`config.mk`:
```
export PLATFORM = sky130hd
export DESIGN_NAME = mac_stream
export DESIGN_NICKNAME = d
export VERILOG_FILES = /design/src/rtl/mac_pkg.sv /design/src/rtl/mac_sat.sv /design/src/rtl/mac_stream.sv
export SDC_FILE = /design/constraint.sdc
export NUM_CORES = 1
export LEC_CHECK = 0
export CORE_ASPECT_RATIO = 1.4
export CORE_MARGIN = 2
export CORE_UTILIZATION = 50
export DETAILED_ROUTE_END_ITERATION = 12
export HOLD_SLACK_MARGIN = 0.02
export PLACE_DENSITY = 0.81
export SLEW_MARGIN = 10
export SYNTH_ARGS = -nofsm -noshare
export SYNTH_HDL_FRONTEND = slang
export SYNTH_SLANG_ARGS = --single-unit
```
`constraint.sdc`:
```
create_clock -name clk -period 8.52 [get_ports clk]
set_input_delay 0.852 -clock clk [delete_from_list [all_inputs] [get_ports clk]]
set_output_delay 0.852 -clock clk [all_outputs]
set_load 0.1 [all_outputs]
```
`src/rtl/mac_pkg.sv`:
```
// rtl/mac_pkg.sv - shared encodings, default widths and width check for mac_stream
package mac_pkg;

    localparam int DEF_DATA_W = 8;
    localparam int DEF_ACC_W  = 24;
    localparam int DEF_OUT_W  = 16;

    typedef enum logic {
        ST_IDLE  = 1'b0,
        ST_ACCUM = 1'b1
    } vec_state_e;

    typedef enum logic {
        OUT_EMPTY = 1'b0,
        OUT_FULL  = 1'b1
    } out_state_e;

    function automatic bit widths_ok(input int data_w, input int acc_w, input int out_w);
        return (data_w >= 1) && (acc_w >= 2 * data_w) && (out_w >= 2) && (out_w <= acc_w);
    endfunction

endpackage

```
`src/rtl/mac_sat.sv`:
```
// rtl/mac_sat.sv - combinational IN_W to OUT_W saturator, signed or unsigned
module mac_sat #(
    parameter int IN_W   = 25,
    parameter int OUT_W  = 24,
    parameter int SIGNED = 1
) (
    input  logic [IN_W-1:0]  value_i,
    output logic [OUT_W-1:0] value_o,
    output logic             clip_o
);

    generate
        if (IN_W == OUT_W) begin : g_pass
            assign value_o = value_i;
            assign clip_o  = 1'b0;
        end else if (SIGNED != 0) begin : g_signed
            // value fits when every bit above the output sign bit copies it
            logic [IN_W-OUT_W:0] hi;
            logic                fits;
            assign hi      = value_i[IN_W-1:OUT_W-1];
            assign fits    = (hi == '0) || (hi == '1);
            assign clip_o  = !fits;
            assign value_o = fits ? value_i[OUT_W-1:0]
                           : (value_i[IN_W-1] ? {1'b1, {(OUT_W-1){1'b0}}}
                                              : {1'b0, {(OUT_W-1){1'b1}}});
        end else begin : g_unsigned
            assign clip_o  = (value_i[IN_W-1:OUT_W] != '0);
            assign value_o = clip_o ? '1 : value_i[OUT_W-1:0];
        end
    endgenerate

endmodule

```
`src/rtl/mac_stream.sv`:
```
// rtl/mac_stream.sv - pipelined streaming multiply-accumulate with saturated dot-product output
module mac_stream
    import mac_pkg::*;
#(
    parameter int DATA_W = DEF_DATA_W,
    parameter int ACC_W  = DEF_ACC_W,
    parameter int OUT_W  = DEF_OUT_W,
    parameter int SIGNED = 1
) (
    input  logic              clk,
    input  logic              reset,
    input  logic              in_valid,
    output logic              in_ready,
    input  logic [DATA_W-1:0] in_a,
    input  logic [DATA_W-1:0] in_b,
    input  logic              in_last,
    output logic              out_valid,
    input  logic              out_ready,
    output logic [OUT_W-1:0]  out_data,
    output logic              out_sat
);

    localparam int   PROD_W = 2 * DATA_W;
    localparam logic SGN    = (SIGNED != 0);

    generate
        if (!widths_ok(DATA_W, ACC_W, OUT_W)) begin : g_bad_widths
            $error("mac_stream: illegal DATA_W/ACC_W/OUT_W combination");
        end
    endgenerate

    // Stage 1: operands extended to product width so one multiplier serves both modes
    logic [PROD_W-1:0] a_ext, b_ext, prod;
    logic [PROD_W-1:0] p_q, p_d;
    logic              p_valid_q, p_valid_d;
    logic              p_last_q, p_last_d;

    assign a_ext = {{DATA_W{SGN & in_a[DATA_W-1]}}, in_a};
    assign b_ext = {{DATA_W{SGN & in_b[DATA_W-1]}}, in_b};
    assign prod  = a_ext * b_ext;

    // Stage 2 and control
    vec_state_e       vec_q, vec_d;
    out_state_e       ost_q, ost_d;
    logic [ACC_W-1:0] acc_q, acc_d;
    logic             ovf_q, ovf_d;
    logic [OUT_W-1:0] res_q, res_d;
    logic             sat_q, sat_d;

    logic             first;
    logic             stall2;
    logic             absorb;
    logic [ACC_W-1:0] acc_base;
    logic [ACC_W:0]   acc_wide, p_wide, sum_wide;
    logic [ACC_W-1:0] acc_next;
    logic             acc_clip;
    logic [OUT_W-1:0] out_next;
    logic             out_clip;

    assign stall2   = p_valid_q && p_last_q && out_valid && !out_ready;
    assign in_ready = !(p_valid_q && stall2);
    assign absorb   = p_valid_q && !stall2;

    assign acc_base = first ? '0 : acc_q;
    assign acc_wide = {SGN & acc_base[ACC_W-1], acc_base};
    assign p_wide   = {{(ACC_W+1-PROD_W){SGN & p_q[PROD_W-1]}}, p_q};
    assign sum_wide = acc_wide + p_wide;

    // One extra sum bit lets the output saturator double as the accumulator overflow check
    mac_sat #(.IN_W(ACC_W+1), .OUT_W(ACC_W), .SIGNED(SIGNED)) u_acc_sat (
        .value_i (sum_wide),
        .value_o (acc_next),
        .clip_o  (acc_clip)
    );

    mac_sat #(.IN_W(ACC_W), .OUT_W(OUT_W), .SIGNED(SIGNED)) u_out_sat (
        .value_i (acc_next),
        .value_o (out_next),
        .clip_o  (out_clip)
    );

    always_comb begin
        p_valid_d = p_valid_q;
        p_last_d  = p_last_q;
        p_d       = p_q;
        if (in_ready) begin
            p_valid_d = in_valid;
            if (in_valid) begin
                p_d      = prod;
                p_last_d = in_last;
            end
        end
    end

    always_comb begin
        vec_d = vec_q;
        if (absorb) begin
            vec_d = p_last_q ? ST_IDLE : ST_ACCUM;
        end
    end

    always_comb begin
        first = (vec_q == ST_IDLE);
    end

    always_comb begin
        ost_d = ost_q;
        if (absorb && p_last_q) begin
            ost_d = OUT_FULL;
        end else if (ost_q == OUT_FULL && out_ready) begin
            ost_d = OUT_EMPTY;
        end
    end

    always_comb begin
        out_valid = (ost_q == OUT_FULL);
        out_data  = res_q;
        out_sat   = sat_q;
    end

    always_comb begin
        acc_d = acc_q;
        ovf_d = ovf_q;
        res_d = res_q;
        sat_d = sat_q;
        if (absorb) begin
            if (p_last_q) begin
                acc_d = '0;
                ovf_d = 1'b0;
                res_d = out_next;
                sat_d = ovf_q | acc_clip | out_clip;
            end else begin
                acc_d = acc_next;
                ovf_d = ovf_q | acc_clip;
            end
        end
    end

    always_ff @(posedge clk or posedge reset) begin
        if (reset) begin
            p_q       <= '0;
            p_valid_q <= 1'b0;
            p_last_q  <= 1'b0;
        end else begin
            p_q       <= p_d;
            p_valid_q <= p_valid_d;
            p_last_q  <= p_last_d;
        end
    end

    always_ff @(posedge clk or posedge reset) begin
        if (reset) begin
            vec_q <= ST_IDLE;
            ost_q <= OUT_EMPTY;
        end else begin
            vec_q <= vec_d;
            ost_q <= ost_d;
        end
    end

    always_ff @(posedge clk or posedge reset) begin
        if (reset) begin
            acc_q <= '0;
            ovf_q <= 1'b0;
            res_q <= '0;
            sat_q <= 1'b0;
        end else begin
            acc_q <= acc_d;
            ovf_q <= ovf_d;
            res_q <= res_d;
            sat_q <= sat_d;
        end
    end

endmodule

```
==> reports/metrics.cfg, run 1 <==
[run_status]
outcome=completed

[logic_synthesis]
synth_compound_area_share_pct=20.0
ys_seq_area_share_pct=23.3
async_flop_share_pct=100
synth_area_leaders=dfrtp_1 23%, fa_1 17%, ha_1 10%, and2_1 6.4%, inv_1 5.2%
yosysTopAreaCell=dfrtp_1
ys_seq_elements=62
synth.top_cell.area_share_pct=23.3
muxShareOfSynthArea_pct=1.35
synth_adder_area_share_pct=27.1
synth_top_family_by_area=adder cells
synthSimpleGateAreaFrac_pct=17.1
syn-num-nets=865
synth_edf_count=0
synth_flop_cell=dfrtp_1
yosysUniqueCellTypes=67
syn_inst=733
netlist_area_mm2=0.00667
synthXorXnorAreaFrac_pct=4.34
yosys_warnings=0
syn_area_per_cell_um2=9.09

[place]
place_hpwl_um=12200
io_buffers=39
gp_congestion=0.924
dpl.cell_count=933

[worst_setup_path]
path_class=register to register
crit_path_start_kind=register
crit_arrival_ns=5.85
worst_path_max_delay_cell=o41ai_4
path_cells=and2_1 > ha_1 > a211oi_1 > o21bai_1 > a2bb2oi_1 > o21ai_2 > o211ai_1 > a21boi_0 > o21a_1 > nor2_1 > xnor2_1 > ha_1 > buf_4 > inv_2 > o21ai_1 > a311oi_2 > a41oi_1 > o41ai_4 > o22ai_1
cp_max_fo=25
end_kind=register
cp.required_ns=8.70
critical_path.most_common_cell=ha_1
slowest_delay_ns=0.84

[cts]
cts_sinks=62
clk_path_buf_depth=2
root_buffer=clkbuf_16
cts_tree=yes
cts_hold_buf=0
numCtsBuffers=9
cts.htree.levels=3
post_cts_resized=0
post_cts_buffers=0
clk_pin_slew_ns=0.06
clk_latency_ns=0.34

[floorplanning]
die_y_um=141
ios=40
fp-row-count=49
die_w_um=102
dieArea_mm2=0.0143
core_area_mm2=0.0129
start_util_pct=51.5

[final_layout]
fillCellCount=1101
fin_cells=949
area_growth_pct=12.4
antenna_cells=0
fin_nets=898
final_cell_mix=92 x inv_1, 68 x and2_1, 62 x dfrtp_1
drive_above_1_share_pct=7.65
layout.cells.most_common=inv_1

[routing]
dr.first_iter.drc_count=217
drt-pass1-iter-count=5
wire_per_inst_um=16.2
viasPerCell=5.61
vias=5323
ant_nets=0
drcViolationCount=0
routed_wl_um=15400

[sta]
rsz0062_at_grt=false
slew-limit-headroom_pct=33.1
final.setup.tns_ns=0
fin_crit_sh_pct=66.6
drv_slew=0
max_slew.worst_pin.slew_ns=0.999
period_minus_slack_ns=5.67
setup_violations=0
final.setup_skew_ns=0.00962
finalHoldViolations=0
max_freq_mhz=176

[grt]
grt_pass1_vias=5620
grt_antenna_before_repair=0
grt_pass1_wl_um=26400
grt_overflow=0
grtUsageTotal_pct=23.3
grt_max_degree=63

[power_and_ir_drop]
power_density_mw_per_mm2=414
ir_drop_uv=244
power.leakage_nw=3.48

[job]
max-cap-violations=0

[min_path]
hp-class=register to register

sequential cells by signal (all words and copies together) (netlist names):
name / cells
acc_q: 24
p_q: 16
out_data: 16
out_sat: 1
vec_q: 1
p_last_q: 1
out_valid: 1
p_valid_q: 1
ovf_q: 1
power breakdown:
part	internal (mW)	switching (mW)
Sequential	0.405	0.0803
Combinational	0.850	1.43
Clock	0.204	0.134
stage by stage:
stage          instance area [um2]  setup slack [ns]  util (%)  total power, mW  hold WS (ns)
2_1_floorplan                 6670              3.76         -             2.26         0.435
3_3_place_gp                  7220              3.01      55.8             2.70         0.452
3_5_place_dp                  7220              2.91      55.8             2.75         0.459
4_1_cts                       7490              2.94      57.9             3.11         0.472
5_1_grt                       7490              2.40      57.9             3.40         0.490
6_report                      7490              2.85      57.9             3.10         0.470
final cells by class:
cell class / count / area [um2] / area share, %
Multi-Input combinational cell: 556 / 4670 / 62.3
Sequential cell: 62 / 1550 / 20.7
Timing Repair Buffer: 43 / 420 / 5.61
Inverter: 94 / 353 / 4.71
Clock buffer: 11 / 243 / 3.24
Tap cell: 178 / 223 / 2.97
Clock inverter: 5 / 33.8 / 0.451
layer usage:
metal / track usage (%) / share of wire (%) / vias to the layer above
met3: 2.68 / 2.8 / 57
met5: 0 / 0 / -
met1: 26.4 / 39 / 2584
met2: 41.7 / 53 / 126
li1: - / - / 2556
met4: 12.7 / 4.9 / 0
synth_stat cells, types with 10 or more instances:
master	n
ha_1	55
a21oi_1	34
clkbuf_1	17
nor2_1	37
xor2_1	13
a21o_1	10
o21ai_0	48
dfrtp_1	62
inv_1	93
a22o_1	14
and2_1	68
xnor2_1	20
fa_1	56
nand2_1	59
kinds of logic after synthesis:
family,after synthesis
AO/OA/AOI/OAI,188
XOR/XNOR,33
adder cells (fa/ha/maj),111
buffers and inverters,115
flip-flops,62
multiplexers,8
AND/OR/NAND/NOR,216
critical path, delay by kind of cell (launching register included):
| kind | cells | cell delay [ns] |
|---|---|---|
| and+or+nand+nor | 2 | 0.46 |
| AOI/OAI and AO/OA | 12 | 3.07 |
| buffers and inverters | 2 | 0.44 |
| xor gates and xnor gates | 1 | 0.15 |
| DFF | 1 | 0.80 |
| adders and majority gates | 2 | 0.56 |
final timing paths:
path	depth (start not counted)	slack, ns	startpoint	end
min in group asynchronous	3	1.07	reset	out_sat
worst max-delay path	19	2.85	vec_q	out_data[12]
worst min register to register	2	0.47	acc_q[17]	acc_q[17]
worst max register to register	19	2.85	vec_q	out_data[12]
max in group asynchronous	3	6.93	reset	p_q[8]
worst min-delay path	2	0.47	acc_q[17]	acc_q[17]
Power figures use the tool's default switching activity.
==> inputs of run 2 (changes only) <==
Clock period 8.52 ns to 5.8 ns, I/O delays scaled along.
==> run 2 against run 1 <==
- clock power grew 63%
- sequential share of layout area shrank 0.15 points
- first-iteration DRC count grew 69%
- critical path depth is the same
- clock skew grew 0.00071 ns
- via count grew 0.23%
- setup slack lost 2.4 ns
- die area is the same
- final area grew 0.73%
- sequential cell count is the same
- largest cell class unchanged
- largest power group unchanged
- highest routed layer unchanged
==> reports/metrics.cfg, run 2 (synthesis results as in run 1) <==
[routing]
drcViolationCount=0
ant_nets=0
dr.first_iter.drc_count=367
routed_wl_um=15800
drt-pass1-iter-count=4
wire_per_inst_um=16.6
viasPerCell=5.60
vias=5335

[floorplanning]
start_util_pct=51.5
fp-row-count=49
ios=40
die_y_um=141
core_area_mm2=0.0129
die_w_um=102
dieArea_mm2=0.0143

[sta]
fin_crit_sh_pct=92.9
period_minus_slack_ns=5.39
max_slew.worst_pin.slew_ns=1.11
slew-limit-headroom_pct=26.0
finalHoldViolations=0
drv_slew=0
setup_violations=0
rsz0062_at_grt=false
max_freq_mhz=186
final.setup_skew_ns=0.0103
final.setup.tns_ns=0
whs_ns=0.474

[cts]
clk_path_buf_depth=2
post_cts_resized=0
numCtsBuffers=9
clk_pin_slew_ns=0.06
cts_hold_buf=0
root_buffer=clkbuf_16
cts.htree.levels=3
clk_latency_ns=0.34
cts_sinks=62
cts_tree=yes
post_cts_buffers=0

[place]
io_buffers=39
place_hpwl_um=12400
gp_congestion=0.886
dpl.cell_count=936

[final_layout]
antenna_cells=0
fin_nets=901
top_register=acc_q
final_cell_mix=92 x inv_1, 68 x and2_1, 62 x dfrtp_1
area_growth_pct=13.2
fin_cells=952
drive_above_1_share_pct=8.14
layout.cells.most_common=inv_1
largest_reg_flops=24

[grt]
grt_antenna_before_repair=0
grt_pass1_wl_um=27100
grtUsageTotal_pct=23.8
grt_overflow=0
grt_max_degree=63
grt_pass1_vias=5675

[run_status]
outcome=completed

[min_path]
hp-class=register to register

[power_and_ir_drop]
fin_total_pwr_mw=4.72
power_density_mw_per_mm2=625
power.leakage_nw=3.50
ir_drop_uv=332

[worst_setup_path]
crit_path_start_kind=register
cp.required_ns=6.01
cp_max_fo=25
end_kind=register
crit_family=compound AO/OA/AOI/OAI gates
path_cells=and2_1 > ha_1 > a211oi_2 > nor4_2 > nor2_2 > o21ai_2 > o211ai_1 > a21boi_0 > o21a_1 > nor2_1 > xnor2_1 > ha_1 > inv_2 > o21ai_1 > a311oi_2 > a41oi_1 > o41ai_4 > buf_4 > o22ai_1
critical_path.most_common_cell=ha_1
r2r_setup_slack_ns=0.41
worst_path_max_delay_cell=dfrtp_1
path_class=register to register
slowest_delay_ns=0.79
crit_arrival_ns=5.60
critPathBufInv=2

[job]
max-cap-violations=0

-- run 2: cell types whose count changed in the layout (fill, tap and decap cells not counted) --
| cell | before | now |
|---|---|---|
| clkinv_4 | 0 | 1 |
| clkinv_2 | 2 | 0 |
| buf_4 | 4 | 7 |
| clkbuf_1 | 1 | 0 |
| clkinvlp_4 | 2 | 3 |
| bufinv_16 | 0 | 1 |
-- run 2: final cells by class --
cell class,count,area [um2]
flip-flops and latches,62,1550
fillers,1100,5390
multi-input cells,556,4670
clock inverters,6,70.1
inverters,94,353
well taps,178,223
clock buffers,10,239
repair buffers,46,443
-- run 2: layer usage --
| layer | vias to the layer above | global-route usage, % | wire length (um) |
|---|---|---|---|
| li1 | 2562 | - | - |
| met2 | 135 | 44.4 | 8680 |
| met1 | 2601 | 27.7 | 6060 |
| met3 | 37 | 2.23 | 553 |
| met5 | - | 0 | 0 |
| met4 | 0 | 8.75 | 499 |
-- run 2: final timing paths --
kind,start,cells after the start,endpoint
min in group asynchronous,reset,3,out_data[15]
max in group asynchronous,reset,3,p_q[9]
setup / recovery,vec_q,19,out_data[13]
hold / removal,acc_q[16],1,acc_q[16]
hold reg to reg,acc_q[16],1,acc_q[16]
setup reg to reg,vec_q,19,out_data[13]
-- run 2: power breakdown --
group	internal [mW]	switching, mW	leakage [nW]
clock	0.346	0.208	0.141
sequential	0.594	0.120	0.728
combinational	1.29	2.16	2.63
total	2.23	2.49	3.50
-- run 2: stage by stage --
step	worst slack (ns)	area (um2)	util [%]
4_1_cts	0.478	7550	58.3
3_3_place_gp	0.596	7240	56.0
6_report	0.409	7550	58.3
3_5_place_dp	0.404	7240	56.0
2_1_floorplan	1.31	6670	-
5_1_grt	0.0137	7550	58.3
